$ cat src/rtl/hazard_ctrl_pkg.sv
// Shared types and constants for the pipeline hazard controller.
// Defines the FSM state encoding, memory-control bit positions and the load-use match rule.
package pipe_pkg;

  typedef enum logic [1:0] {
    ST_RUN    = 2'd0,
    ST_LB2    = 2'd1,
    ST_FREEZE = 2'd2
  } hz_state_e;

  localparam int MEMREAD   = 1;
  localparam int MEMWRITE  = 0;
  localparam int CNT_W_DEF = 16;
  localparam int REG_W     = 5;

  // A load in ID/EX whose destination feeds the instruction now in IF/ID.
  function automatic logic load_use_hit(
    input logic             mem_read,
    input logic [REG_W-1:0] idex_rt,
    input logic [REG_W-1:0] ifid_rs,
    input logic [REG_W-1:0] ifid_rt,
    input logic             uses_rt
  );
    logic dst_valid;
    logic rs_match;
    logic rt_match;
    dst_valid = (idex_rt != 5'd0);
    rs_match  = (idex_rt == ifid_rs);
    rt_match  = uses_rt & (idex_rt == ifid_rt);
    return mem_read & dst_valid & (rs_match | rt_match);
  endfunction

endpackage

$ cat src/rtl/hazard_ctrl_if.sv
// Bundle of pipeline-register taps, stall/flush controls and counters.
// The slave side is the hazard controller; the master side is the surrounding pipeline.
interface hazard_ctrl_if #(parameter int CNT_W = 16);

  logic [1:0]       idex_m_i;
  logic [4:0]       idex_rt_i;
  logic [4:0]       ifid_rs_i;
  logic [4:0]       ifid_rt_i;
  logic             ifid_uses_rt_i;
  logic             ifid_branch_i;
  logic             branch_taken_i;
  logic             mem_busy_i;
  logic             clr_cnt_i;
  logic             pc_write_o;
  logic             ifid_write_o;
  logic             ifid_flush_o;
  logic             idex_write_o;
  logic             idex_bubble_o;
  logic [CNT_W-1:0] stall_cnt_o;
  logic [CNT_W-1:0] flush_cnt_o;
  logic [1:0]       state_o;

  modport slave (
    input  idex_m_i, idex_rt_i, ifid_rs_i, ifid_rt_i, ifid_uses_rt_i,
           ifid_branch_i, branch_taken_i, mem_busy_i, clr_cnt_i,
    output pc_write_o, ifid_write_o, ifid_flush_o, idex_write_o,
           idex_bubble_o, stall_cnt_o, flush_cnt_o, state_o
  );

  modport master (
    output idex_m_i, idex_rt_i, ifid_rs_i, ifid_rt_i, ifid_uses_rt_i,
           ifid_branch_i, branch_taken_i, mem_busy_i, clr_cnt_i,
    input  pc_write_o, ifid_write_o, ifid_flush_o, idex_write_o,
           idex_bubble_o, stall_cnt_o, flush_cnt_o, state_o
  );

endinterface

$ cat src/rtl/hazard_ctrl_sat_counter.sv
// Saturating up-counter with synchronous clear; clear takes precedence over counting.
module sat_counter #(
  parameter int W = 16
) (
  input  logic         clk_i,
  input  logic         rst_i,
  input  logic         en_i,
  input  logic         clr_i,
  output logic [W-1:0] cnt_o
);

  logic [W-1:0] cnt_r;
  logic         at_max_s;

  assign at_max_s = (cnt_r == {W{1'b1}});

  // Count register: clear, else increment until all-ones.
  always_ff @(posedge clk_i or negedge rst_i) begin
    if (!rst_i) begin
      cnt_r <= {W{1'b0}};
    end else if (clr_i) begin
      cnt_r <= {W{1'b0}};
    end else if (en_i && !at_max_s) begin
      cnt_r <= cnt_r + {{(W-1){1'b0}}, 1'b1};
    end else begin
      cnt_r <= cnt_r;
    end
  end

  assign cnt_o = cnt_r;

endmodule

$ cat src/rtl/hazard_ctrl.sv
// Hazard controller for the 5-stage MIPS pipeline: load-use and load-to-branch
// stalls, taken-branch IF/ID flush, and whole-pipe freeze while data memory is busy.
module hazard_ctrl
  import pipe_pkg::*;
#(
  parameter int CNT_W = CNT_W_DEF
) (
  input  logic         clk_i,
  input  logic         rst_i,
  hazard_ctrl_if.slave bus
);

  hz_state_e state_r;
  hz_state_e state_nxt_s;
  hz_state_e eff_state_s;
  logic      resume_r;
  logic      resume_nxt_s;
  logic      hit_s;
  logic      pc_write_s;
  logic      ifid_write_s;
  logic      ifid_flush_s;
  logic      idex_write_s;
  logic      idex_bubble_s;
  logic      stall_en_s;
  logic      unused_memwrite_s;
  logic [CNT_W-1:0] stall_cnt_s;
  logic [CNT_W-1:0] flush_cnt_s;

  assign unused_memwrite_s = bus.idex_m_i[MEMWRITE];

  assign hit_s = load_use_hit(bus.idex_m_i[MEMREAD], bus.idex_rt_i,
                              bus.ifid_rs_i, bus.ifid_rt_i, bus.ifid_uses_rt_i);

  // State and resume registers.
  always_ff @(posedge clk_i or negedge rst_i) begin
    if (!rst_i) begin
      state_r  <= ST_RUN;
      resume_r <= 1'b0;
    end else begin
      state_r  <= state_nxt_s;
      resume_r <= resume_nxt_s;
    end
  end

  // Next-state and control decode. Once busy drops, the FREEZE state acts
  // immediately as the state it interrupted, so no extra cycle is lost on exit.
  always_comb begin
    state_nxt_s   = state_r;
    resume_nxt_s  = resume_r;
    pc_write_s    = 1'b1;
    ifid_write_s  = 1'b1;
    ifid_flush_s  = 1'b0;
    idex_write_s  = 1'b1;
    idex_bubble_s = 1'b0;

    if (state_r == ST_FREEZE) begin
      eff_state_s = resume_r ? ST_LB2 : ST_RUN;
    end else begin
      eff_state_s = state_r;
    end

    if (bus.mem_busy_i) begin
      pc_write_s   = 1'b0;
      ifid_write_s = 1'b0;
      idex_write_s = 1'b0;
      state_nxt_s  = ST_FREEZE;
      if (state_r != ST_FREEZE) begin
        resume_nxt_s = (state_r == ST_LB2);
      end else begin
        resume_nxt_s = resume_r;
      end
    end else begin
      case (eff_state_s)
        ST_LB2: begin
          pc_write_s    = 1'b0;
          ifid_write_s  = 1'b0;
          idex_bubble_s = 1'b1;
          state_nxt_s   = ST_RUN;
        end
        ST_RUN: begin
          if (hit_s) begin
            pc_write_s    = 1'b0;
            ifid_write_s  = 1'b0;
            idex_bubble_s = 1'b1;
            state_nxt_s   = bus.ifid_branch_i ? ST_LB2 : ST_RUN;
          end else if (bus.branch_taken_i) begin
            ifid_flush_s = 1'b1;
            state_nxt_s  = ST_RUN;
          end else begin
            state_nxt_s = ST_RUN;
          end
        end
        default: begin
          state_nxt_s = ST_RUN;
        end
      endcase
    end
  end

  assign stall_en_s = ~pc_write_s;

  sat_counter #(.W(CNT_W)) u_stall_cnt (
    .clk_i (clk_i),
    .rst_i (rst_i),
    .en_i  (stall_en_s),
    .clr_i (bus.clr_cnt_i),
    .cnt_o (stall_cnt_s)
  );

  sat_counter #(.W(CNT_W)) u_flush_cnt (
    .clk_i (clk_i),
    .rst_i (rst_i),
    .en_i  (ifid_flush_s),
    .clr_i (bus.clr_cnt_i),
    .cnt_o (flush_cnt_s)
  );

  assign bus.pc_write_o    = pc_write_s;
  assign bus.ifid_write_o  = ifid_write_s;
  assign bus.ifid_flush_o  = ifid_flush_s;
  assign bus.idex_write_o  = idex_write_s;
  assign bus.idex_bubble_o = idex_bubble_s;
  assign bus.stall_cnt_o   = stall_cnt_s;
  assign bus.flush_cnt_o   = flush_cnt_s;
  assign bus.state_o       = state_r;

endmodule

$ cat src/flat_wrapper.sv
// flat-port wrapper written by rule: the top's interface ports become plain ports
module hazard_ctrl_flat import pipe_pkg::*;
#(
  parameter int CNT_W = CNT_W_DEF
)
  (clk_i, rst_i, bus_idex_m_i, bus_idex_rt_i, bus_ifid_rs_i, bus_ifid_rt_i, bus_ifid_uses_rt_i, bus_ifid_branch_i, bus_branch_taken_i, bus_mem_busy_i, bus_clr_cnt_i, bus_pc_write_o, bus_ifid_write_o, bus_ifid_flush_o, bus_idex_write_o, bus_idex_bubble_o, bus_stall_cnt_o, bus_flush_cnt_o, bus_state_o);
  hazard_ctrl_if #(.CNT_W(CNT_W)) bus_i ();
  input  logic clk_i;
  input  logic rst_i;
  input wire logic [$bits(bus_i.idex_m_i)-1:0] bus_idex_m_i;
  input wire logic [$bits(bus_i.idex_rt_i)-1:0] bus_idex_rt_i;
  input wire logic [$bits(bus_i.ifid_rs_i)-1:0] bus_ifid_rs_i;
  input wire logic [$bits(bus_i.ifid_rt_i)-1:0] bus_ifid_rt_i;
  input wire logic [$bits(bus_i.ifid_uses_rt_i)-1:0] bus_ifid_uses_rt_i;
  input wire logic [$bits(bus_i.ifid_branch_i)-1:0] bus_ifid_branch_i;
  input wire logic [$bits(bus_i.branch_taken_i)-1:0] bus_branch_taken_i;
  input wire logic [$bits(bus_i.mem_busy_i)-1:0] bus_mem_busy_i;
  input wire logic [$bits(bus_i.clr_cnt_i)-1:0] bus_clr_cnt_i;
  output wire logic [$bits(bus_i.pc_write_o)-1:0] bus_pc_write_o;
  output wire logic [$bits(bus_i.ifid_write_o)-1:0] bus_ifid_write_o;
  output wire logic [$bits(bus_i.ifid_flush_o)-1:0] bus_ifid_flush_o;
  output wire logic [$bits(bus_i.idex_write_o)-1:0] bus_idex_write_o;
  output wire logic [$bits(bus_i.idex_bubble_o)-1:0] bus_idex_bubble_o;
  output wire logic [$bits(bus_i.stall_cnt_o)-1:0] bus_stall_cnt_o;
  output wire logic [$bits(bus_i.flush_cnt_o)-1:0] bus_flush_cnt_o;
  output wire logic [$bits(bus_i.state_o)-1:0] bus_state_o;
  assign bus_i.idex_m_i = bus_idex_m_i;
  assign bus_i.idex_rt_i = bus_idex_rt_i;
  assign bus_i.ifid_rs_i = bus_ifid_rs_i;
  assign bus_i.ifid_rt_i = bus_ifid_rt_i;
  assign bus_i.ifid_uses_rt_i = bus_ifid_uses_rt_i;
  assign bus_i.ifid_branch_i = bus_ifid_branch_i;
  assign bus_i.branch_taken_i = bus_branch_taken_i;
  assign bus_i.mem_busy_i = bus_mem_busy_i;
  assign bus_i.clr_cnt_i = bus_clr_cnt_i;
  assign bus_pc_write_o = bus_i.pc_write_o;
  assign bus_ifid_write_o = bus_i.ifid_write_o;
  assign bus_ifid_flush_o = bus_i.ifid_flush_o;
  assign bus_idex_write_o = bus_i.idex_write_o;
  assign bus_idex_bubble_o = bus_i.idex_bubble_o;
  assign bus_stall_cnt_o = bus_i.stall_cnt_o;
  assign bus_flush_cnt_o = bus_i.flush_cnt_o;
  assign bus_state_o = bus_i.state_o;
  hazard_ctrl #(.CNT_W(CNT_W)) u_core (.clk_i(clk_i), .rst_i(rst_i), .bus(bus_i));
endmodule
$ cat config.mk
export PLATFORM = sky130hd
export DESIGN_NAME = hazard_ctrl_flat
export DESIGN_NICKNAME = d
export VERILOG_FILES = /design/src/rtl/hazard_ctrl_pkg.sv /design/src/rtl/hazard_ctrl_if.sv /design/src/rtl/hazard_ctrl_sat_counter.sv /design/src/rtl/hazard_ctrl.sv /design/src/flat_wrapper.sv
export SDC_FILE = /design/constraint.sdc
export NUM_CORES = 1
export LEC_CHECK = 0
export BUFFER_PORTS_ARGS = -buffer_cell sky130_fd_sc_hd__buf_2
export CAP_MARGIN = 5
export CORE_ASPECT_RATIO = 0.75
export CORE_UTILIZATION = 52
export DETAILED_ROUTE_END_ITERATION = 8
export PLACE_DENSITY = 0.89
export REMOVE_ABC_BUFFERS = 1
export SYNTH_ARGS = -nofsm -noshare
export SYNTH_HDL_FRONTEND = slang
export SYNTH_HIERARCHICAL = 1
export SYNTH_SLANG_ARGS = --single-unit
$ cat constraint.sdc
create_clock -name clk_i -period 2.2 [get_ports clk_i]
set_input_delay 0.33 -clock clk_i [delete_from_list [all_inputs] [get_ports clk_i]]
set_output_delay 0.33 -clock clk_i [all_outputs]
set_load 0.01 [all_outputs]
-- Word-level counts from Yosys, hierarchy flattened
Index checks and enable logic that the tools add are counted.
- logic and storage cells: 49
- register bits after elaboration: 35
- output and inout bits: 39
- bitwise gates (word level): 5
- reductions and logical operators: 9
- multiplexer cells: 21
- $add $sub $neg: 2
- equal/unequal tests: 8
- operator list (kind ; number):
    two-way mux 16 bit ; 4
    adder 16 x 1 -> 16 bit (second input constant) ; 2
    == test 16 bit (second input constant) ; 2
    two-way mux 1 bit ; 11
    == test 5 bit ; 2
    two-way mux 2 bit ; 4
    nonzero test 5 bit ; 1
    == test 2 x 1 -> 1 bit (second input constant) ; 2
    one-hot mux 1 bit (2 select lines) ; 2
    nonzero test 2 bit ; 2
    AND 1 bit ; 3
    == test 2 bit (second input constant) ; 1
    logical AND 1 bit ; 2
    logical NOT 1 bit ; 2
    logical NOT 2 bit ; 1
    != test 2 bit (second input constant) ; 1
    AND reduction 2 bit ; 1
    NOT 1 bit ; 1
    OR 1 bit ; 1

-- Depth between registers and ports, before layout
- word-level depth: 11
- gate-level depth with buffers: 8

-- By module
Netlist, hierarchy kept.
- by module, submodules not included (module ; cells an instance ; area each (um2) ; instances):
    sat_counter ; 103 ; 980.9 ; 2
    hazard_ctrl ; 37 ; 322.8 ; 1

-- Least setup slack after synthesis
Ideal clock, no wire load.
- path kind: input-to-reg
- from: input port bus_idex_rt_i[3]
- to: register u_core.u_stall_cnt.cnt_r[11] (netlist: u_core/u_stall_cnt/cnt_o[11])
- library setup time: 78 ps
- slack: -219 ps
- data required time: 2122 ps
- cell stages on the path: 8
- buffers on the path: 0
- data arrival time: 2340 ps
- path through: xor2_1 nor4_1 a32oi_1 o31ai_1 and3_1 nand4_1 or4_1 a21oi_1
- cells in the longest elaborated chain, start to end: 10
- ends and longest elaborated chain (element ; RTL line ; RTL):
    from (decl) ; flat_wrapper.sv:11 ; input wire logic [$bits(bus_i.idex_rt_i)-1:0] bus_idex_rt_i;
    == test 5 bit ; hazard_ctrl_pkg.sv:29 ; rt_match = uses_rt & (idex_rt == ifid_rt);
    AND 1 bit ; hazard_ctrl_pkg.sv:29 ;
    OR 1 bit ; hazard_ctrl_pkg.sv:30 ; return mem_read & dst_valid & (rs_match | rt_match);
    AND 1 bit * ; hazard_ctrl_pkg.sv:30 ;
    two-way mux 1 bit * ; hazard_ctrl.sv:81 ; if (hit_s) begin
    one-hot mux 1 bit (2 select lines) * ; hazard_ctrl.sv:73 ; case (eff_state_s)
    two-way mux 1 bit * ; hazard_ctrl.sv:62 ; if (bus.mem_busy_i) begin
    NOT 1 bit * ; hazard_ctrl.sv:100 ; assign stall_en_s = ~pc_write_s;
    named net u_core.stall_en_s ; hazard_ctrl.sv:24 ; logic stall_en_s;
    logical AND 1 bit * ; hazard_ctrl_sat_counter.sv:23 ; end else if (en_i && !at_max_s) begin
    nonzero test 2 bit (no source line) * ; -- ;
    to (signal assigned) ; hazard_ctrl_sat_counter.sv:22 ; cnt_r <= {W{1'b0}};
    to (signal assigned) ; hazard_ctrl_sat_counter.sv:24 ; cnt_r <= cnt_r + {{(W-1){1'b0}}, 1'b1};
    to (signal assigned) ; hazard_ctrl_sat_counter.sv:26 ; cnt_r <= cnt_r;
    to (decl) ; hazard_ctrl_sat_counter.sv:12 ; logic [W-1:0] cnt_r;
Mark *: on every way through the listed nets, which the timed path passes. The rest lies on a longest branch.
A chain may end at the register's enable or synchronous reset.

-- Worst setup path in the final report
- from: input port bus_idex_rt_i[3]
- to: register u_core.u_flush_cnt.cnt_r[7] (netlist: u_core/u_flush_cnt/cnt_o[7])
- cells in the longest elaborated chain, start to end: 9
- ends and longest elaborated chain (element ; RTL line):
    == test 5 bit ; hazard_ctrl_pkg.sv:29
    AND 1 bit ; hazard_ctrl_pkg.sv:29
    OR 1 bit ; hazard_ctrl_pkg.sv:30
    AND 1 bit * ; hazard_ctrl_pkg.sv:30
    two-way mux 1 bit * ; hazard_ctrl.sv:81
    two-way mux 1 bit * ; hazard_ctrl.sv:73
    two-way mux 1 bit * ; hazard_ctrl.sv:62
    logical AND 1 bit * ; hazard_ctrl_sat_counter.sv:23
    nonzero test 2 bit (no source line) * ; --
    to (signal assigned) ; hazard_ctrl_sat_counter.sv:22
    to (signal assigned) ; hazard_ctrl_sat_counter.sv:24
    to (signal assigned) ; hazard_ctrl_sat_counter.sv:26
    to (decl) ; hazard_ctrl_sat_counter.sv:12
Mark *: on every way between the ends. The rest lies on a longest branch, timed or not.

==> results.toml <==
[run_status]
status = "finished with violations"
violations = "negative setup slack"

[floorplan]
die_h_um = 59.4
core_area_um2 = 4130
num_rows = 20
ios = 63
die_x_um = 78.5
start_util_pct = 55.3
die-area_um2 = 4670

[critical_path]
cp.buffers_inverters = 2
r2r-end = "u_core/u_stall_cnt/cnt_o[11]$_DFFE_PN0P_"
critPathArrivalTime_ns = 2.39
cp-end-kind = "register"
crit_family = "compound AO/OA/AOI/OAI gates"
startpoint_type = "input port"
rrSetupSlack_ns = 0.13
path_common_cell = "buf_4"
required_ns = 2.36
critPathMaxFanout = 5
r2r-start = "u_core/bus.state_o[0]$_DFF_PN0_"
rr_worst_depth = 8
crit_type = "in -> reg"
crit_chain = "buf_4 > xor2_1 > nor4_2 > a32oi_1 > buf_4 > o2111a_2 > and3_4 > nand4_1 > a21oi_1 > mux2_1"
critical-path-max-stage-delay_ns = 0.38
worst_path_max_delay_cell = "mux2_1"

[cts]
cts-hold-fix-buffers = 0
cts_tree = "done"
cts_sinks = 35
numCtsBuffers = 5
htree_levels = 2
clk_pin_slew_ns = 0.08
cts_root_buffer = "clkbuf_8"
clock_latency_ns = 0.29
cts_buffer_depth = 2

[global_routing]
use_met3_pct = 4.92
use_met2_pct = 42.5
met1_usage_pct = 33.9
grt_busiest_layer = "met2"
grt_pass1_wl_mm = 9.23
grt.total_usage_pct = 25.3
grt_pass1_vias = 2000
grt_overflow_total = 0
grt_max_degree = 36
grt_antenna_before_repair = 0

[place]
numPortBuffers = 61
gp_congestion = 0.833
dp_hpwl_mm = 3.95
postPlaceCellArea_um2 = 2740

[detailed_routing]
vias_per_cell = 5.91
drc = 0
drtPass1Iterations = 5
wl_per_cell_um = 16.3
vias = 2211
wirelength_mm = 6.10
drt_iter0_markers = 122
postRouteAntennaNets = 0

[synth]
syn_area_um2 = 2280
synth_cells = 243
ys_warn_count = 6
yosys.area.top_type = "dfrtp_1"
synth_most_common_cell = "dfrtp_1"
synth.ff_latch_count = 35
ys_async_sr_fraction_pct = 100
synth_top_area_share_pct = 38.3
yosys-top-cells-count = "dfrtp_1 (35), nor2_1 (26), nor2b_1 (22)"
synth-edff-count = 0
yosys_most_used_dff = "dfrtp_1"
yosys-top-cells-area = "dfrtp_1 (38%), nor2b_1 (6.0%), mux2_1 (5.9%), nor2_1 (4.3%), mux2_2 (3.9%)"
avgSynthCellArea_um2 = 9.40
yosysUniqueCellTypes = 40
ys_seq_area_share_pct = 38.3

[power]
clock_power_share_pct = 35.1
switching_share_pct = 26.1
vdd_drop_max_mv = 0.325
power.switching_uw = 337
p_comb_share_pct = 13.7
p_leak_nw = 1.40
p_seq_share_pct = 51.3
power_density_nw_per_um2 = 438
p_int_uw = 954

[layout]
multi_input_area_um2 = 1420
num-nets-final = 344
n_antenna_cell = 0
drive_gt1_share_pct = 37.0
synthToLayoutAreaGrowth_pct = 29.0
n_fill_cell = 311
stdcell_area_um2 = 2950
seq_area_um2 = 876

[sta]
hold_slack_ns = 0.108
period_minus_slack_ns = 2.24
slew_viol_final = 0
slew_headroom_pct = 48.3
worstMarginPinSlew_ns = 0.775
clock_skew_ns = 0.00949
layout_setup_ws_ns = -0.0358
report.final.setup_viol = 1
rsz0062_at_grt = "yes"
hold_viol = 0
fmax_ghz = 0.447
timing.final.crit_share_pct = 102

[run]
maxCapViolations = 0

[min_path]
hold_path.class = "in -> async"
-- cell families (layout without fill, tap and decap cells) --
kind of cell | after synthesis | after routing | share of synthesized area (%)
simple gates | 121 | 121 | 31.3
flops | 35 | 35 | 38.3
compound gates | 37 | 37 | 11.2
buf+inv | 16 | 92 | 3.45
xor+xnor | 10 | 10 | 3.83
mux | 22 | 22 | 10.7
fa+ha+maj | 2 | 2 | 1.10
-- power groups by stage --
stage	combinational, mW	clock [mW]	sequential [mW]
after floorplan	0.0591	0	0.675
after global placement	0.153	0	0.672
after detailed placement	0.159	0	0.673
after CTS	0.161	0.463	0.661
after global routing	0.192	0.494	0.663
final	0.176	0.453	0.662
-- placed cells by master (no fill, tap or decap), types with 8 or more instances in the layout --
master   netlist  layout
mux2_1        12      12
nor3_1        10      10
nor2_1        26      26
nor2b_1       22      22
a21oi_1       12       9
mux2_2         8       8
buf_2          0      57
buf_4          1      16
dfrtp_1       35      35
nand2_1       13      12
-- final cells by class --
cell class	count	share of cell area, %
multi-input combinational	192	48.1
clock buffer	7	2.59
tap	55	2.34
sequential	35	29.7
clock inverter	1	0.170
timing repair buffer	79	16.5
inverter	5	0.637
-- worst max path at each step --
stage                                 from                                        to  slack, ns  cells after the start
after floorplan           bus_idex_rt_i[3]  u_core/u_stall_cnt/cnt_o[11]$_DFFE_PN0P_      -0.22                      8
after global placement    bus_idex_rt_i[3]  u_core/u_stall_cnt/cnt_o[11]$_DFFE_PN0P_      -0.28                     10
after detailed placement  bus_idex_rt_i[3]  u_core/u_stall_cnt/cnt_o[11]$_DFFE_PN0P_      -0.38                     10
after CTS                 bus_idex_rt_i[3]  u_core/u_stall_cnt/cnt_o[11]$_DFFE_PN0P_      0.004                     10
after global routing      bus_idex_rt_i[1]  u_core/u_stall_cnt/cnt_o[11]$_DFFE_PN0P_      -0.11                     10
final                     bus_idex_rt_i[3]   u_core/u_flush_cnt/cnt_o[7]$_DFFE_PN0P_      -0.04                     10
-- routing by layer --
layer | vias to the layer above | part of all wire (%)
met2 | 81 | 50
li1 | 1038 | -
met5 | - | 0
met4 | 0 | 0.98
met3 | 10 | 5.3
met1 | 1082 | 43
-- sequential cells by signal, summed over array words and instances (netlist names) --
register                  flops
u_core/u_flush_cnt/cnt_o     16
u_core/u_stall_cnt/cnt_o     16
u_core/bus.state_o            2
u_core/resume_r               1
-- timing repair --
item | 4_1_cts | 5_1_grt
endpoints found under the setup margin | 4 | 18
pin swaps | 1 | 4
setup buffers | 0 | 1
gates resized for setup | 3 | 25
-- worst reg2reg max path, stage by stage, from the launching register on --
cell and delay, ns:
dfrtp_1 0.43, nor2b_1 0.25, a211oi_1 0.11, o31ai_1 0.08
buf_4 0.17, and3_4 0.22, nand4_1 0.14, or4_4 0.45
a21oi_2 0.15
-- stage by stage --
stage	utilization, %	cells	setup WS, ns	setup TNS (ns)	total power [mW]
6_report	71.4	374	-0.0358	-0.0358	1.29
5_1_grt	71.4	374	-0.106	-0.280	1.35
3_5_place_dp	66.3	365	-0.382	-6.29	0.832
3_3_place_gp	66.3	365	-0.284	-4.87	0.825
4_1_cts	68.5	373	0.00443	0	1.28
2_1_floorplan	-	232	-0.218	-2.23	0.734
Power figures use the tool's default switching activity.
